`src/rtl/vga_pkg.sv`:
```
// Shared phase encoding, default 640x480@60 timing and phase helpers for the raster generator.
package vga_pkg;

    typedef enum logic [1:0] {PH_ACTIVE, PH_FP, PH_SYNC, PH_BP} phase_e;

    localparam int DEF_H_ACTIVE = 640;
    localparam int DEF_H_FP     = 16;
    localparam int DEF_H_SYNC   = 96;
    localparam int DEF_H_BP     = 48;
    localparam int DEF_V_ACTIVE = 480;
    localparam int DEF_V_FP     = 10;
    localparam int DEF_V_SYNC   = 2;
    localparam int DEF_V_BP     = 33;

    function automatic int phase_len(input phase_e ph, input int len_active, input int len_fp,
                                     input int len_sync, input int len_bp);
        case (ph)
            PH_ACTIVE: return len_active;
            PH_FP:     return len_fp;
            PH_SYNC:   return len_sync;
            default:   return len_bp;
        endcase
    endfunction

    function automatic phase_e next_phase(input phase_e ph);
        case (ph)
            PH_ACTIVE: return PH_FP;
            PH_FP:     return PH_SYNC;
            PH_SYNC:   return PH_BP;
            default:   return PH_ACTIVE;
        endcase
    endfunction

endpackage

```
`src/rtl/vga_axis.sv`:
```
// One raster axis: ACTIVE/FP/SYNC/BP phase FSM plus a position counter, both advanced by i_step.
// o_wrap flags the step that takes the position from its last value back to 0.
module vga_axis
    import vga_pkg::*;
#(
    parameter int ACTIVE = DEF_H_ACTIVE,
    parameter int FP     = DEF_H_FP,
    parameter int SYNC   = DEF_H_SYNC,
    parameter int BP     = DEF_H_BP,
    parameter int W      = 10
) (
    input  logic         clk,
    input  logic         rst,
    input  logic         i_step,
    output logic [W-1:0] o_pos,
    output phase_e       o_phase,
    output logic         o_wrap
);
    localparam int TOTAL = ACTIVE + FP + SYNC + BP;

    if (ACTIVE < 1 || FP < 1 || SYNC < 1 || BP < 1) begin : g_bad_phase
        $error("vga_axis: every phase length must be >= 1");
    end

    phase_e       r_phase;
    phase_e       w_phase_nxt;
    logic [W-1:0] r_sub;
    logic [W-1:0] w_sub_nxt;
    logic [W-1:0] r_pos;
    logic [W-1:0] w_pos_nxt;
    logic [W-1:0] w_len_m1;

    always_ff @(posedge clk or posedge rst) begin
        if (rst) begin
            r_phase <= PH_ACTIVE;
            r_sub   <= '0;
            r_pos   <= '0;
        end else if (i_step) begin
            r_phase <= w_phase_nxt;
            r_sub   <= w_sub_nxt;
            r_pos   <= w_pos_nxt;
        end
    end

    // Phase sub-count runs 0..len-1 independently of the position; both wrap together at TOTAL.
    always_comb begin
        w_len_m1    = W'(phase_len(r_phase, ACTIVE, FP, SYNC, BP) - 1);
        w_phase_nxt = r_phase;
        w_sub_nxt   = r_sub + 1'b1;
        if (r_sub == w_len_m1) begin
            w_sub_nxt   = '0;
            w_phase_nxt = next_phase(r_phase);
        end
        w_pos_nxt = (r_pos == W'(TOTAL - 1)) ? '0 : r_pos + 1'b1;
    end

    always_comb begin
        o_pos   = r_pos;
        o_phase = r_phase;
        o_wrap  = i_step && (r_pos == W'(TOTAL - 1));
    end

endmodule

```
`src/rtl/vga_timing_gen.sv`:
```
// Raster timing generator: registered hsync/vsync/active/x/y and line/frame strobes per pixel tick.
// Optional frame counter output enabled by defining VGA_FRAME_COUNT_EN.
module vga_timing_gen
    import vga_pkg::*;
#(
    parameter int H_ACTIVE   = DEF_H_ACTIVE,
    parameter int H_FP       = DEF_H_FP,
    parameter int H_SYNC     = DEF_H_SYNC,
    parameter int H_BP       = DEF_H_BP,
    parameter int V_ACTIVE   = DEF_V_ACTIVE,
    parameter int V_FP       = DEF_V_FP,
    parameter int V_SYNC     = DEF_V_SYNC,
    parameter int V_BP       = DEF_V_BP,
    parameter bit HSYNC_POL  = 1'b0,
    parameter bit VSYNC_POL  = 1'b0,
    parameter int FRAME_BITS = 16,
    localparam int H_TOTAL   = H_ACTIVE + H_FP + H_SYNC + H_BP,
    localparam int V_TOTAL   = V_ACTIVE + V_FP + V_SYNC + V_BP,
    localparam int XW        = $clog2(H_TOTAL),
    localparam int YW        = $clog2(V_TOTAL)
) (
    input  logic          clk,
    input  logic          reset,
    input  logic          pix_en,
    output logic          hsync,
    output logic          vsync,
    output logic          active,
    output logic [XW-1:0] x,
    output logic [YW-1:0] y,
    output logic          line_start,
    output logic          frame_start
`ifdef VGA_FRAME_COUNT_EN
    ,
    output logic [FRAME_BITS-1:0] frame_count
`endif
);

    if (FRAME_BITS < 1) begin : g_bad_frame_bits
        $error("vga_timing_gen: FRAME_BITS must be >= 1");
    end

    logic [XW-1:0] w_hc;
    logic [YW-1:0] w_vc;
    phase_e        w_hph;
    phase_e        w_vph;
    logic          w_h_wrap;
    logic          w_v_wrap;

    logic          r_hsync;
    logic          r_vsync;
    logic          r_active;
    logic [XW-1:0] r_x;
    logic [YW-1:0] r_y;
    logic          r_line_start;
    logic          r_frame_start;

    vga_axis #(
        .ACTIVE (H_ACTIVE),
        .FP     (H_FP),
        .SYNC   (H_SYNC),
        .BP     (H_BP),
        .W      (XW)
    ) u_h_axis (
        .clk     (clk),
        .rst     (reset),
        .i_step  (pix_en),
        .o_pos   (w_hc),
        .o_phase (w_hph),
        .o_wrap  (w_h_wrap)
    );

    // Vertical axis advances once per line, so vsync only changes across the line wrap.
    vga_axis #(
        .ACTIVE (V_ACTIVE),
        .FP     (V_FP),
        .SYNC   (V_SYNC),
        .BP     (V_BP),
        .W      (YW)
    ) u_v_axis (
        .clk     (clk),
        .rst     (reset),
        .i_step  (w_h_wrap),
        .o_pos   (w_vc),
        .o_phase (w_vph),
        .o_wrap  (w_v_wrap)
    );

    always_ff @(posedge clk or posedge reset) begin
        if (reset) begin
            r_hsync       <= ~HSYNC_POL;
            r_vsync       <= ~VSYNC_POL;
            r_active      <= 1'b0;
            r_x           <= '0;
            r_y           <= '0;
            r_line_start  <= 1'b0;
            r_frame_start <= 1'b0;
        end else begin
            r_line_start  <= 1'b0;
            r_frame_start <= 1'b0;
            if (pix_en) begin
                r_hsync       <= (w_hph == PH_SYNC) ? HSYNC_POL : ~HSYNC_POL;
                r_vsync       <= (w_vph == PH_SYNC) ? VSYNC_POL : ~VSYNC_POL;
                r_active      <= (w_hph == PH_ACTIVE) && (w_vph == PH_ACTIVE);
                r_x           <= w_hc;
                r_y           <= w_vc;
                r_line_start  <= (w_hc == '0);
                r_frame_start <= (w_hc == '0) && (w_vc == '0);
            end
        end
    end

`ifdef VGA_FRAME_COUNT_EN
    logic [FRAME_BITS-1:0] r_frame_count;

    always_ff @(posedge clk or posedge reset) begin
        if (reset) begin
            r_frame_count <= '0;
        end else if (pix_en && (w_hc == '0) && (w_vc == '0)) begin
            r_frame_count <= r_frame_count + 1'b1;
        end
    end

    assign frame_count = r_frame_count;
`endif

    assign hsync       = r_hsync;
    assign vsync       = r_vsync;
    assign active      = r_active;
    assign x           = r_x;
    assign y           = r_y;
    assign line_start  = r_line_start;
    assign frame_start = r_frame_start;

endmodule

```
`config.mk`:
```
export PLATFORM = sky130hd
export DESIGN_NAME = vga_timing_gen
export DESIGN_NICKNAME = d
export VERILOG_FILES = /design/src/rtl/vga_pkg.sv /design/src/rtl/vga_axis.sv /design/src/rtl/vga_timing_gen.sv
export SDC_FILE = /design/constraint.sdc
export NUM_CORES = 1
export LEC_CHECK = 0
export CAP_MARGIN = 25
export CORE_ASPECT_RATIO = 0.9
export CORE_MARGIN = 2
export CORE_UTILIZATION = 60
export CTS_BUF_LIST = sky130_fd_sc_hd__clkbuf_4
export DETAILED_ROUTE_END_ITERATION = 7
export PLACE_DENSITY = 0.93
export SLEW_MARGIN = 0
export SYNTH_ARGS = -nofsm -noshare
export SYNTH_HDL_FRONTEND = slang
export SYNTH_HIERARCHICAL = 1
export SYNTH_SLANG_ARGS = --single-unit
```
`constraint.sdc`:
```
create_clock -name clk -period 2.35 [get_ports clk]
set_input_delay 0.47 -clock clk [delete_from_list [all_inputs] [get_ports clk]]
set_output_delay 0.47 -clock clk [all_outputs]
set_load 0.01 [all_outputs]
```
# After elaboration in Yosys (flattened, before gate mapping)
# Index checks and enable logic that the tools add are counted.
# word_totals
ff_bits,69
# classes
add_sub_neg,6
eq_ne,8
n_mux,12
n_reduce_logical,9
# ops
cell,n
$add 10x1->10 const B,4
$mux 10,4
$pmux 10 s3,1
$pmux 9 s3,1
$eq 10x10->1,2
$eq 10x10->1 const B,2
$logic_not 10->1,2
$pmux 2 s3,2
$sub 10x1->10 const B,1
$sub 9x1->10 const B,1
$eq 2x1->1 const B,2
$eq 2x2->1 const B,2
$logic_not 2->1,2
$mux 1,4
$reduce_and 2->1,2
$logic_and 1x1->1,3

# Longest topological paths before layout
# depth
depth_word,5
mapped_depth,8
ltp_nobuf,7

# Modules after synthesis
# The synthesis kept the hierarchy.
# by_module_without_submodules
mod,n_inst,cells_each,area_each_um2
vga_axis (u_h_axis),1,125,1237.4
vga_axis (u_v_axis),1,117,1217.4
vga_timing_gen,1,64,975.9

# Worst setup path after synthesis
# OpenSTA, ideal clock, no wires.
# synth_path
path_kind,register to register
start,register u_h_axis.r_pos[5] (netlist: u_h_axis/o_pos[5])
end,register u_v_axis.r_pos[0] (netlist: u_v_axis/o_pos[0])
setup_time_ns,0.133
t_arrival_ns,2.024
required_ns,2.217
slack_ns,0.193
stages_incl_launch_ff,9
period_less_slack_ns,2.157
cell_sequence,dfrtp_1 > nor4b_1 > nand3_1 > nor2_1 > and3_1 > clkbuf_1 > nand4_1 > nor4_4 > nor2_1
# synth_between
elab_chain_cells,2
# synth_rtl
item,line,text
"start, declared",vga_axis.sv:29,logic [W-1:0] r_pos;
"start signal, assigned",vga_axis.sv:41,r_pos <= w_pos_nxt;
$eq 10x10->1,vga_axis.sv:60,o_wrap = i_step && (r_pos == W'(TOTAL - 1));
$logic_and 1x1->1,vga_axis.sv:60,
via w_h_wrap,vga_timing_gen.sv:46,logic w_h_wrap;
"end signal, assigned",vga_axis.sv:41,
"end, declared",vga_axis.sv:29,
# The timed path passes the listed nets, and every way through them passes these cells.
# A chain may end at the register's enable or synchronous reset.

# Worst setup path in the final report
# layout_path
start,register u_h_axis.r_pos[0] (netlist: u_h_axis/o_pos[0])
end,register u_v_axis.r_pos[9] (netlist: u_v_axis/o_pos[9])
# Same word-level chain as after synthesis.

==> results.py <==
metrics = {
    "pwr": {
        "power.leakage_nw": 1.863,
        "switching_power_mw": 1.053,
        "swShare_pct": 32.29,
        "intPower_mw": 2.207,
        "peakVddDrop_v": 0.0005991,
        "p_total_mw": 3.260,
        "pwr-share-clk_pct": 27.0,
        "seqPwrFrac_pct": 48.0,
        "combinationalPowerShare_pct": 25.0,
        "p_per_area_mw_per_mm2": 807.0,
    },
    "setup_path": {
        "rr_startpoint": "u_h_axis/o_pos[0]",
        "cp.arrival_ns": 2.50,
        "crit_fanout": 8,
        "criticalPathCategory": "reg2reg",
        "critPathMaxStageDelay_ns": 0.50,
        "required_ns": 2.65,
        "cpMostUsedCell": "nor2_1",
        "cp_cell_sequence": "ha_1, nand3_1, nor2_1, buf_4, and3_1, nand4_1, nor4_4, nor2_1",
        "r2r-end": "u_v_axis/o_pos[9]",
        "r2r_slack_ns": 0.15,
        "worstSetupStartpointType": "flip-flop",
        "end_kind": "flip-flop",
        "r2r_cells": 8,
        "crit_slowest_cell": "dfrtp_1",
    },
    "floorplan": {
        "die_h_um": 75.74,
        "coreArea_mm2": 0.005595,
        "dieArea_mm2": 0.006339,
        "rows": 26,
        "die_w_um": 83.71,
        "io_pins": 28,
        "initial_utilization_pct": 61.31,
    },
    "clock_network": {
        "cts_sinks": 69,
        "cts_buffer_depth": 2,
        "h-tree-depth": 3,
        "clk_pin_slew_ns": 0.12,
        "root_buffer": "clkbuf_4",
        "clkLatencyLatePin_ns": 0.42,
        "cts_setup_buffers": 0,
        "cts_made_buffers": 9,
        "cts_tree": "done",
    },
    "yosys": {
        "yosys-top-cells-count": "dfrtp_1, nor2_1, xnor2_1",
        "ys_seq_elements": 69,
        "synth_top_area_share_pct": 48.87,
        "synth_flop_cell": "dfrtp_1",
        "yosysMostFrequentCell": "dfrtp_1",
        "synthCells": 306,
        "synth_top_area_cell": "dfrtp_1",
        "yosysSeqAreaShare_pct": 50.40,
        "synth_warnings": 6,
        "syn_avg_cell_area_um2": 11.21,
        "synth_area_mm2": 0.003431,
        "yosysUniqueCellTypes": 38,
        "synthTopCellsByArea": "dfrtp_1, mux2_2, xnor2_1, ha_1, nor2_1",
        "async_reset_ff_share_pct": 100.0,
        "synth_edf_count": 0,
        "syn-num-nets": 326,
    },
    "grt": {
        "antenna_found_initial": 0,
        "grt_max_degree": 40,
        "grt_pass1_vias": 2581,
        "gr-total-overflow": 0,
        "grt_usage_pct": 25.34,
        "grt_first_pass_wirelength_um": 12450,
    },
    "sta": {
        "grt_setup_unrepaired": "false",
        "final-setup-viol-count": 0,
        "slew_violations": 0,
        "finalCriticalPeriod_ns": 2.202,
        "hold_ws_ns": 0.3547,
        "relSlewSlack_pct": 70.26,
        "post-route-period-util_pct": 93.72,
        "clock.fmax_mhz": 454.0,
        "worst_slew_pin_slew_ns": 0.4461,
        "hold_viol": 0,
        "skew_ns": 0.01442,
        "finalSetupTns_ns": 0,
    },
    "place": {
        "port_buffers": 27,
        "gp_congestion": 0.8939,
        "dp.cells": 412,
        "hpwl_um": 5160,
    },
    "layout": {
        "nets": 373,
        "finish.utilization_pct": 72.20,
        "fin_cells": 428,
        "area.growth.synth_to_final_pct": 17.76,
        "final_layout_size_suffix_gt1_share_pct": 17.60,
        "diodes": 0,
    },
    "routing": {
        "route.detailed.drc": 0,
        "vias": 2515,
        "routed_wl_um": 7389,
        "drtAntennaViolNets": 0,
        "dr.pass1.iters": 4,
        "detail_route.wl_per_cell_um": 17.26,
        "via_per_inst": 5.876,
        "dr.first_iter.drc_count": 176,
    },
    "run_status": {
        "status": "finished, final reports clean",
    },
    "worst_hold_path": {
        "min_path_type": "in2async",
    },
    "flow_run": {
        "cap_violations": 0,
    },
}
per-layer routing:
layer,share of wire [%],track usage (%)
met1,42,30.54
met2,50,45.60
met3,5.5,7.476
met4,1.8,6.810
met5,0,0
cell families after synthesis:
group	count (synthesis)	synth area share, %
XOR/XNOR	40	10.21
multiplexers	30	9.592
buffers and inverters	23	3.027
adder cells (fa/ha/maj)	17	6.200
AND/OR/NAND/NOR	113	17.98
flip-flops	69	50.40
AO/OA/AOI/OAI	14	2.589
metrics by stage:
stage / area (um^2) / setup slack [ns]
after floorplan: 3431 / 0.1929
after global placement: 3869 / 0.1772
after detailed placement: 3869 / 0.08121
after CTS: 4034 / 0.03556
after global routing: 4040 / 0.03765
final: 4040 / 0.1475
area by class of cell:
type / instances / area, um^2
sequential: 69 / 1729
fill: 387 / 1555
timing repair buffer: 44 / 397.9
clock buffer: 9 / 67.56
tap: 70 / 87.58
multi-input combinational: 214 / 1604
inverter: 15 / 56.30
clock inverter: 7 / 97.59
cells in the final DEF (no fill, tap or decap), types with 5 or more instances in the layout:
master / n
inv_1: 15
nand4_1: 19
xnor2_1: 25
nand2_1: 15
clkdlybuf4s50_1: 27
nor2_1: 38
buf_4: 17
ha_1: 17
mux2i_1: 7
xor2_1: 15
nor3_1: 7
clkbuf_4: 9
mux2_2: 22
and3_1: 6
nand2b_1: 5
nand3_1: 6
dfrtp_1: 67
critical path: cells and delay by family (launching register included):
kind | cells | cell delay, ns
adders and majority gates | 1 | 0.35
buffers and inverters | 1 | 0.15
DFF | 1 | 0.50
and+or+nand+nor | 6 | 1.08
worst max-delay path by stage:
stage | startpoint | to | slack (ns) | cells past startpoint
finish | u_h_axis/o_pos[0] | u_v_axis/o_pos[9] | 0.15 | 8
global route | u_h_axis/o_pos[0] | u_v_axis/o_pos[0] | 0.04 | 8
CTS | u_h_axis/o_pos[8] | u_v_axis/o_pos[9] | 0.04 | 8
detailed placement | pix_en | u_h_axis/r_sub[9] | 0.08 | 6
global placement | pix_en | u_h_axis/r_sub[9] | 0.18 | 6
floorplan | u_h_axis/o_pos[5] | u_v_axis/o_pos[0] | 0.19 | 8
power groups by stage:
stage | clock [mW] | sequential (mW) | combinational, mW
floorplan | 0 | 1.58 | 0.460
global placement | 0 | 1.56 | 0.739
detailed placement | 0 | 1.58 | 0.794
CTS | 0.900 | 1.56 | 0.811
global route | 0.950 | 1.59 | 0.892
finish | 0.879 | 1.57 | 0.816
flip-flops by register name (all words and copies together) (netlist names):
register / count
vsync: 1
u_v_axis/o_pos: 10
line_start: 1
u_h_axis/r_sub: 10
u_v_axis/o_phase: 2
u_h_axis/o_pos: 10
x: 10
frame_start: 1
u_h_axis/o_phase: 2
hsync: 1
u_v_axis/r_sub: 10
y: 10
active: 1
what timing repair did:
| item | 4_1_cts | 5_1_grt |
|---|---|---|
| gates resized for setup | 0 | 1 |
| endpoints found under the setup margin | 0 | 13 |
| hold buffers | 0 | 0 |
Note: power is estimated with default switching activity, not from simulation.
